## config.mk

```make
export PLATFORM = sky130hd
export DESIGN_NAME = mine_ctrl
export DESIGN_NICKNAME = d
export VERILOG_FILES = /design/src/rtl/mine_pkg.sv /design/src/rtl/mine_ctrl_wdog.sv /design/src/rtl/mine_ctrl.sv
export SDC_FILE = /design/constraint.sdc
export NUM_CORES = 1
export LEC_CHECK = 0
export CORE_MARGIN = 2
export CORE_UTILIZATION = 40
export DETAILED_ROUTE_END_ITERATION = 8
export DONT_BUFFER_PORTS = 1
export MAX_ROUTING_LAYER = met4
export SLEW_MARGIN = 25
export SYNTH_ARGS = -nofsm -noshare
export SYNTH_HDL_FRONTEND = slang
export SYNTH_SLANG_ARGS = --single-unit
```

## constraint.sdc

```tcl
create_clock -name clka -period 1.9 [get_ports clka]
set_clock_uncertainty 0.05 [all_clocks]
set_input_delay 0.38 -clock clka [delete_from_list [all_inputs] [get_ports clka]]
set_output_delay 0.38 -clock clka [all_outputs]
set_load 0.02 [all_outputs]
```

## src/rtl/mine_pkg.sv

```systemverilog
// Shared types and constants for the Minesweeper sequencing controller.
package mine_pkg;

   localparam int N_CELLS_DEF = 25;
   localparam int CELL_W = 5;

   typedef enum logic [3:0] {
      IDLE,
      PLACE,
      WAIT_GUESS,
      LOAD,
      DECODE,
      ALU,
      CHECK,
      OVER,
      ERR
   } mine_ctrl_state_t;

   typedef struct packed {
      logic mine;
      logic win;
   } move_res_t;

endpackage

```

## src/rtl/mine_ctrl_wdog.sv

```systemverilog
// Per-command watchdog counter for mine_ctrl (used with MINE_CTRL_TIMEOUT_EN).
module mine_ctrl_wdog #(
   parameter int LIMIT = 16
) (
   input  logic clka,
   input  logic restart,
   input  logic clr,
   input  logic en,
   output logic expired
);

   localparam int W = $clog2(LIMIT + 1);

   logic [W-1:0] cnt;

   always_ff @(posedge clka) begin
      if (restart || clr)
         cnt <= '0;
      else if (en && cnt != W'(LIMIT))
         cnt <= cnt + 1'b1;
   end

   // cnt is 0 on the first cycle in a state, so this fires on cycle LIMIT
   assign expired = en && (cnt == W'(LIMIT - 1));

endmodule

```

## src/rtl/mine_ctrl.sv

```systemverilog
// Minesweeper guess sequencer; optional watchdog under MINE_CTRL_TIMEOUT_EN.
module mine_ctrl
   import mine_pkg::*;
#(
   parameter int N_CELLS        = N_CELLS_DEF,
   parameter int TIMEOUT_CYCLES = 16
) (
   input  logic              clka,
   input  logic              restart,
   input  logic              new_game,
   input  logic              guess_valid,
   input  logic [CELL_W-1:0] guess,
   output logic              guess_ready,
   output logic              start,
   output logic              load,
   output logic              decode,
   output logic              alu,
   output logic [CELL_W-1:0] data,
   input  logic              place_done,
   input  logic              decode_done,
   input  logic              alu_done,
   input  logic              gameover,
   input  logic              win,
   output logic              bad_guess,
   output logic              move_valid,
   output logic              move_mine,
   output logic              move_win,
   output logic [CELL_W-1:0] move_count,
   output logic              err
);

   mine_ctrl_state_t state, state_nx;

   logic      first_q;
   logic      cmd_done;
   logic      qual;
   logic      guess_ok;
   logic      accept;
   logic      reject;
   logic      expired;
   move_res_t res_q;
   move_res_t res_now;

   always_comb begin
      cmd_done = 1'b0;
      unique case (state)
         PLACE:   cmd_done = place_done;
         DECODE:  cmd_done = decode_done;
         ALU:     cmd_done = alu_done;
         default: cmd_done = 1'b0;
      endcase
   end

   // Level done flags may be left over from the last command
   assign qual = cmd_done & ~first_q;

   assign guess_ok = {1'b0, guess} < (CELL_W + 1)'(N_CELLS);
   assign accept   = (state == WAIT_GUESS) & guess_valid & guess_ok;
   assign reject   = (state == WAIT_GUESS) & guess_valid & ~guess_ok;

   always_comb begin
      state_nx = state;
      unique case (state)
         IDLE:       if (new_game) state_nx = PLACE;
         PLACE:      if (qual) state_nx = WAIT_GUESS;
                     else if (expired) state_nx = ERR;
         WAIT_GUESS: if (accept) state_nx = LOAD;
         LOAD:       state_nx = DECODE;
         DECODE:     if (qual) state_nx = ALU;
                     else if (expired) state_nx = ERR;
         ALU:        if (qual) state_nx = CHECK;
                     else if (expired) state_nx = ERR;
         CHECK:      state_nx = gameover ? OVER : WAIT_GUESS;
         OVER:       if (new_game) state_nx = PLACE;
         ERR:        state_nx = ERR;
         default:    state_nx = IDLE;
      endcase
   end

`ifdef MINE_CTRL_TIMEOUT_EN
   logic wd_en;
   logic wd_clr;

   assign wd_en  = state inside {PLACE, DECODE, ALU};
   assign wd_clr = state_nx != state;

   mine_ctrl_wdog #(
      .LIMIT (TIMEOUT_CYCLES)
   ) u_wdog (
      .clka    (clka),
      .restart (restart),
      .clr     (wd_clr),
      .en      (wd_en),
      .expired (expired)
   );

   always_ff @(posedge clka) begin
      if (restart)
         err <= 1'b0;
      else if (expired && !qual)
         err <= 1'b1;
   end
`else
   assign expired = 1'b0;
   assign err     = 1'b0;
`endif

   always_ff @(posedge clka) begin
      if (restart) begin
         state      <= IDLE;
         first_q    <= 1'b1;
         data       <= '0;
         move_count <= '0;
         res_q      <= '0;
      end else begin
         state   <= state_nx;
         first_q <= state_nx != state;
         if (accept) begin
            data <= guess;
            if (move_count != '1)
               move_count <= move_count + 1'b1;
         end
         if (state == PLACE && qual)
            move_count <= '0;
         if (state == CHECK)
            res_q <= res_now;
      end
   end

   always_comb begin
      res_now.mine = gameover & ~win;
      res_now.win  = win;
   end

   assign guess_ready = state == WAIT_GUESS;
   assign start       = state == PLACE;
   assign load        = state == LOAD;
   assign decode      = state == DECODE;
   assign alu         = state == ALU;
   assign bad_guess   = reject;
   assign move_valid  = state == CHECK;
   assign move_mine   = move_valid ? res_now.mine : res_q.mine;
   assign move_win    = move_valid ? res_now.win : res_q.win;

endmodule

```

# Yosys cells after proc, flatten, opt, wreduce, memory -nomap -nowiden
# Cells that the tools add are included.
classes:
  eq_ne: 10
  reduce_logical: 5
  bitwise: 8
  n_mux: 10
  order_cmp: 1
  addsub: 1
op_table:
  columns: ["op", "n"]
  rows:
  - ["4-bit one-hot mux with 8 select lines", 1]
  - ["4-bit two-way mux", 5]
  - ["4-bit by 3-bit == test with 1-bit output (second input constant)", 4]
  - ["4-bit by 2-bit == test with 1-bit output (second input constant)", 2]
  - ["5-bit by 1-bit adder with 5-bit output (second input constant)", 1]
  - ["1-bit bitwise AND", 5]
  - ["5-bit < comparator (second input constant)", 1]
  - ["5-bit inequality test (second input constant)", 1]
  - ["4-bit by 1-bit == test with 1-bit output (second input constant)", 1]
  - ["4-bit == test (second input constant)", 1]
  - ["4-bit logical NOT", 1]
  - ["4-bit inequality test", 1]
  - ["2-bit OR reduction", 2]
  - ["3-bit two-way mux", 1]
  - ["1-bit NOT", 3]
  - ["1-bit one-hot mux with 3 select lines", 1]
  - ["1-bit two-way mux", 2]
  - ["2-bit AND reduction", 1]
  - ["1-bit logical AND", 1]
word_totals:
  elab_cells: 41
  output_inout_bits: 20
  ff_bits: 17
  in_bits: 14

# Depth between registers and ports, before layout
depth:
  word_depth: 6
  mapped_depth: 6
  mapped_depth_nobuf: 6

# Worst setup path before layout
# Ideal clock, no wire load.
synth_timing:
  path_type: "register to output"
  from: "reg state[1]"
  to: "out move_mine"
  path_buffers: 1
  setup_slack_ns: -0.311
  t_arrival_ns: 1.781
  required_ns: 1.470
  stages_incl_launch_ff: 4
  path_cell_list: "dfxtp_1 -> clkbuf_1 -> nor3b_1 -> mux2_2"
synth_via:
  elab_chain_len: 2
synth_rtl:
  columns: ["item", "line_no", "rtl"]
  rows:
  - ["from (decl)", "mine_ctrl.sv:32", "mine_ctrl_state_t state, state_nx;"]
  - ["from (signal assigned)", "mine_ctrl.sv:116", "state <= state_nx;"]
  - ["4-bit by 3-bit == test with 1-bit output", "mine_ctrl.sv:141", "assign move_valid = state == CHECK;"]
  - ["net move_valid", "mine_ctrl.sv:25", "output logic move_valid,"]
  - ["1-bit two-way mux", "mine_ctrl.sv:142", "assign move_mine = move_valid ? res_now.mine : res_q.mine;"]
  - ["to (decl)", "mine_ctrl.sv:26", "output logic move_mine,"]
# The timed path passes the listed nets, and every way through them passes these cells.

# Final worst setup path
layout_timing:
  from: "reg state[3]"
  to: "out move_mine"
layout_via:
  elab_chain_len: 2
layout_rtl:
  columns: ["item", "line_no"]
  rows:
  - ["4-bit by 3-bit == test with 1-bit output", "mine_ctrl.sv:141"]
  - ["1-bit two-way mux", "mine_ctrl.sv:142"]
# No other way between the ends.

==> impl_results.md <==
- Outcome: completed
- Netlist cell types: 41
- Clock Tree Root: clkbuf_4
- Die Area: 2807 um2
- Pre-CTS setup slack: 0.06592 ns
- Synthesized area: 959.7 um2
- Post-synth ARST share: 0%
- Tmin final: 1.852 ns
- DIE HEIGHT: 52.98 um
- Worst-path clk slew: 0.09 ns
- # diodes: 0
- I/O pins: 34
- Fillers: 214
- CP peak stage delay: 0.37 ns
- Top FF cell, synth: dfxtp_1
- Most frequent cells in the layout: buf_4, dfxtp_1, nor2_1
- PnR Total Power: 645.6 uW
- Worst Setup SP: state[3]
- DR vias: 844
- Crit Path Max Fanout: 5
- CP endpoint: move_mine
- Fmax achieved: 0.5399 GHz
- Die W: 52.98 um
- Initial core utilization: 42.97%
- Buffers and inverters on the worst path: 0
- CTS tree: done
- Sequential share of the synthesized area: 35.46%
- Critical path's top delay family: simple AND/OR/NAND/NOR gates
- Nets: 146
- Syn-to-layout area delta: 28.55%
- Commonest non-fill, non-tap cell in the layout: buf_4
- Max Root-Sink Buffers: 2
- Worst r2r src: move_count[0]
- CP Depth: 3
- # hold bufs at CTS: 0
- DRC Markers: 0
- Overflow after GRT: 0
- CP arrival: 1.42 ns
- Hold/Removal Path Class: primary input to flip-flop
- Setup crit end kind: output pin
- Clock sink count: 17
- Wirelength, routed: 2.279 mm
- Final setup viols: 0
- Final Max Tran Viols: 0
- Detailed Place HPWL: 1.732 mm
- CP max stage cell: mux2_4
- Pwr Density: 523.3 nW/um2
- Tcrit/Tclk final: 97.48%
- Post-synth net total: 121
- # rows: 17
- H-tree lvl count: 1
- Post-Syn Instances: 105
- Core area: 2233 um2
- Gpl congestion: 0.8748
- IO buf count: 0
- Setup WS post-layout: 0.04796 ns
- Flop2flop setup slack: 0.13 ns
- Hold Path Origin: restart
- Startpoint types: flip-flop
- Worst reg2reg endpoint: move_count[3]
- Clock Latency Late Sink: 0.29 ns
- Yosys warns: 0
- Max Cap Violations: 0
- EDFF count, synth: 0
- Initial antenna violation count: 0
- DRT iter0 DRCs: 12
- #FFs+latches synth: 17
- Routed wire length per instance: 14.52 um
- CP Class: flip-flop to output pin
- Vias in the first global route: 820
- Tot GR Track Use: 18.05%
- Global-route wire length before repair: 3.574 mm
- Layout cells sized above 1: 38.76%
- Post-synthesis average cell area: 9.140 um2
- Required @ worst endpoint: 1.47 ns
- Routed vias/inst: 5.376
- TritonCTS Buffers: 3
- Final-report hold violation count: 0
- Leak: 0.0005196 uW
- Maximum vdd drop: 0.3441 mV
- Worst r2r path cells: 6
- Crit path cell chain: nand2b_4 -> nor3b_4 -> mux2_4
- First-pass DRT Iterations: 4
- Post-DRT Antenna Nets: 0
- Largest net degree at the start of global routing: 11
[Yosys cell counts (2+ instances only)]
cell type / instances / area (um2)
nand2b_1: 3 / 18.77
o221a_2: 2 / 22.52
nor3b_1: 2 / 15.01
clkbuf_1: 4 / 15.01
mux2i_1: 5 / 50.05
nand3b_1: 2 / 15.01
mux2_2: 2 / 22.52
or3_1: 4 / 25.02
and2_1: 2 / 12.51
a21oi_1: 5 / 25.02
ha_1: 2 / 25.02
nor3_1: 2 / 10.01
nor2_1: 10 / 37.54
a21o_1: 2 / 15.01
a2111oi_0: 3 / 26.28
nand2_1: 4 / 15.01
and3_1: 2 / 12.51
o21ai_0: 4 / 20.02
inv_1: 2 / 7.510
or2_2: 2 / 12.51
nand3_1: 4 / 20.02
buf_4: 2 / 15.01
dfxtp_1: 17 / 340.3
[flip-flops by register name (all words and copies together), names as in the netlist]
name and count:
first_q 1, state 4, res_q 2, data 5
move_count 5
[per-layer routing]
| layer | GRT usage [%] | wire (um) | vias up |
|---|---|---|---|
| li1 | - | - | 432 |
| met3 | 4.237 | 147 | 2 |
| met1 | 23.22 | 1121 | 387 |
| met4 | 8.547 | 14 | 0 |
| met5 | - | 0 | - |
| met2 | 26.67 | 995 | 23 |
[stage by stage]
stage	instances	TNS (ns)	hold slack [ns]	area, um2	util [%]
CTS	154	0	0.07667	1197	53.61
finish	157	0	0.08875	1234	55.24
global route	157	-0.007272	0.07595	1234	55.24
global placement	148	0	0.3961	1140	51.04
floorplan	105	0	0.4772	970.9	-
detailed placement	148	0	0.3969	1140	51.04
[worst reg2reg max path, stage by stage, from the launching register on]
cell      delay, ns
dfxtp_1        0.33
ha_1           0.20
and3_1         0.20
ha_1           0.17
nand4b_2       0.24
or3_1          0.38
a21oi_1        0.14
[worst min-delay path by stage]
| stage | cells past startpoint | end | slack, ns |
|---|---|---|---|
| finish | 1 | state[1] | 0.09 |
| global route | 1 | state[1] | 0.08 |
| CTS | 1 | state[1] | 0.08 |
| detailed placement | 1 | state[1] | 0.40 |
| global placement | 1 | state[1] | 0.40 |
| floorplan | 2 | data[0] | 0.48 |
[layout make-up]
cell class | count | area, um2 | share of cell area, %
Multi-Input combinational cell | 78 | 598.1 | 48.48
Tap cell | 28 | 35.03 | 2.840
Clock buffer | 4 | 26.28 | 2.130
Sequential cell | 17 | 352.8 | 28.60
Inverter | 2 | 7.507 | 0.6085
Timing Repair Buffer | 28 | 214.0 | 17.34
[logic make-up (layout without fill, tap and decap cells)]
kind of cell | count (synthesis) | after routing | share of synthesized area, %
compound gates | 24 | 24 | 19.82
xor+xnor | 1 | 1 | 0.9128
fa+ha+maj | 2 | 2 | 2.607
buf+inv | 10 | 34 | 4.822
flops | 17 | 17 | 35.46
mux | 7 | 7 | 7.562
other cells | 1 | 1 | 0.3908
simple gates | 43 | 43 | 28.42
[where the power goes]
group | switching, uW | internal [uW] | leakage (uW)
combinational | 42.6 | 44.7 | 0.000364
clock | 110 | 81.6 | 0.0000150
sequential | 7.54 | 359 | 0.000140
[repair_timing]
| item | 4_1_cts | 5_1_grt |
|---|---|---|
| setup buffers | 2 | 3 |
| endpoints found under the setup margin | 3 | 4 |
| resized for setup | 7 | 5 |
| pin swaps | 1 | 3 |
Power figures use the tool's default switching activity.
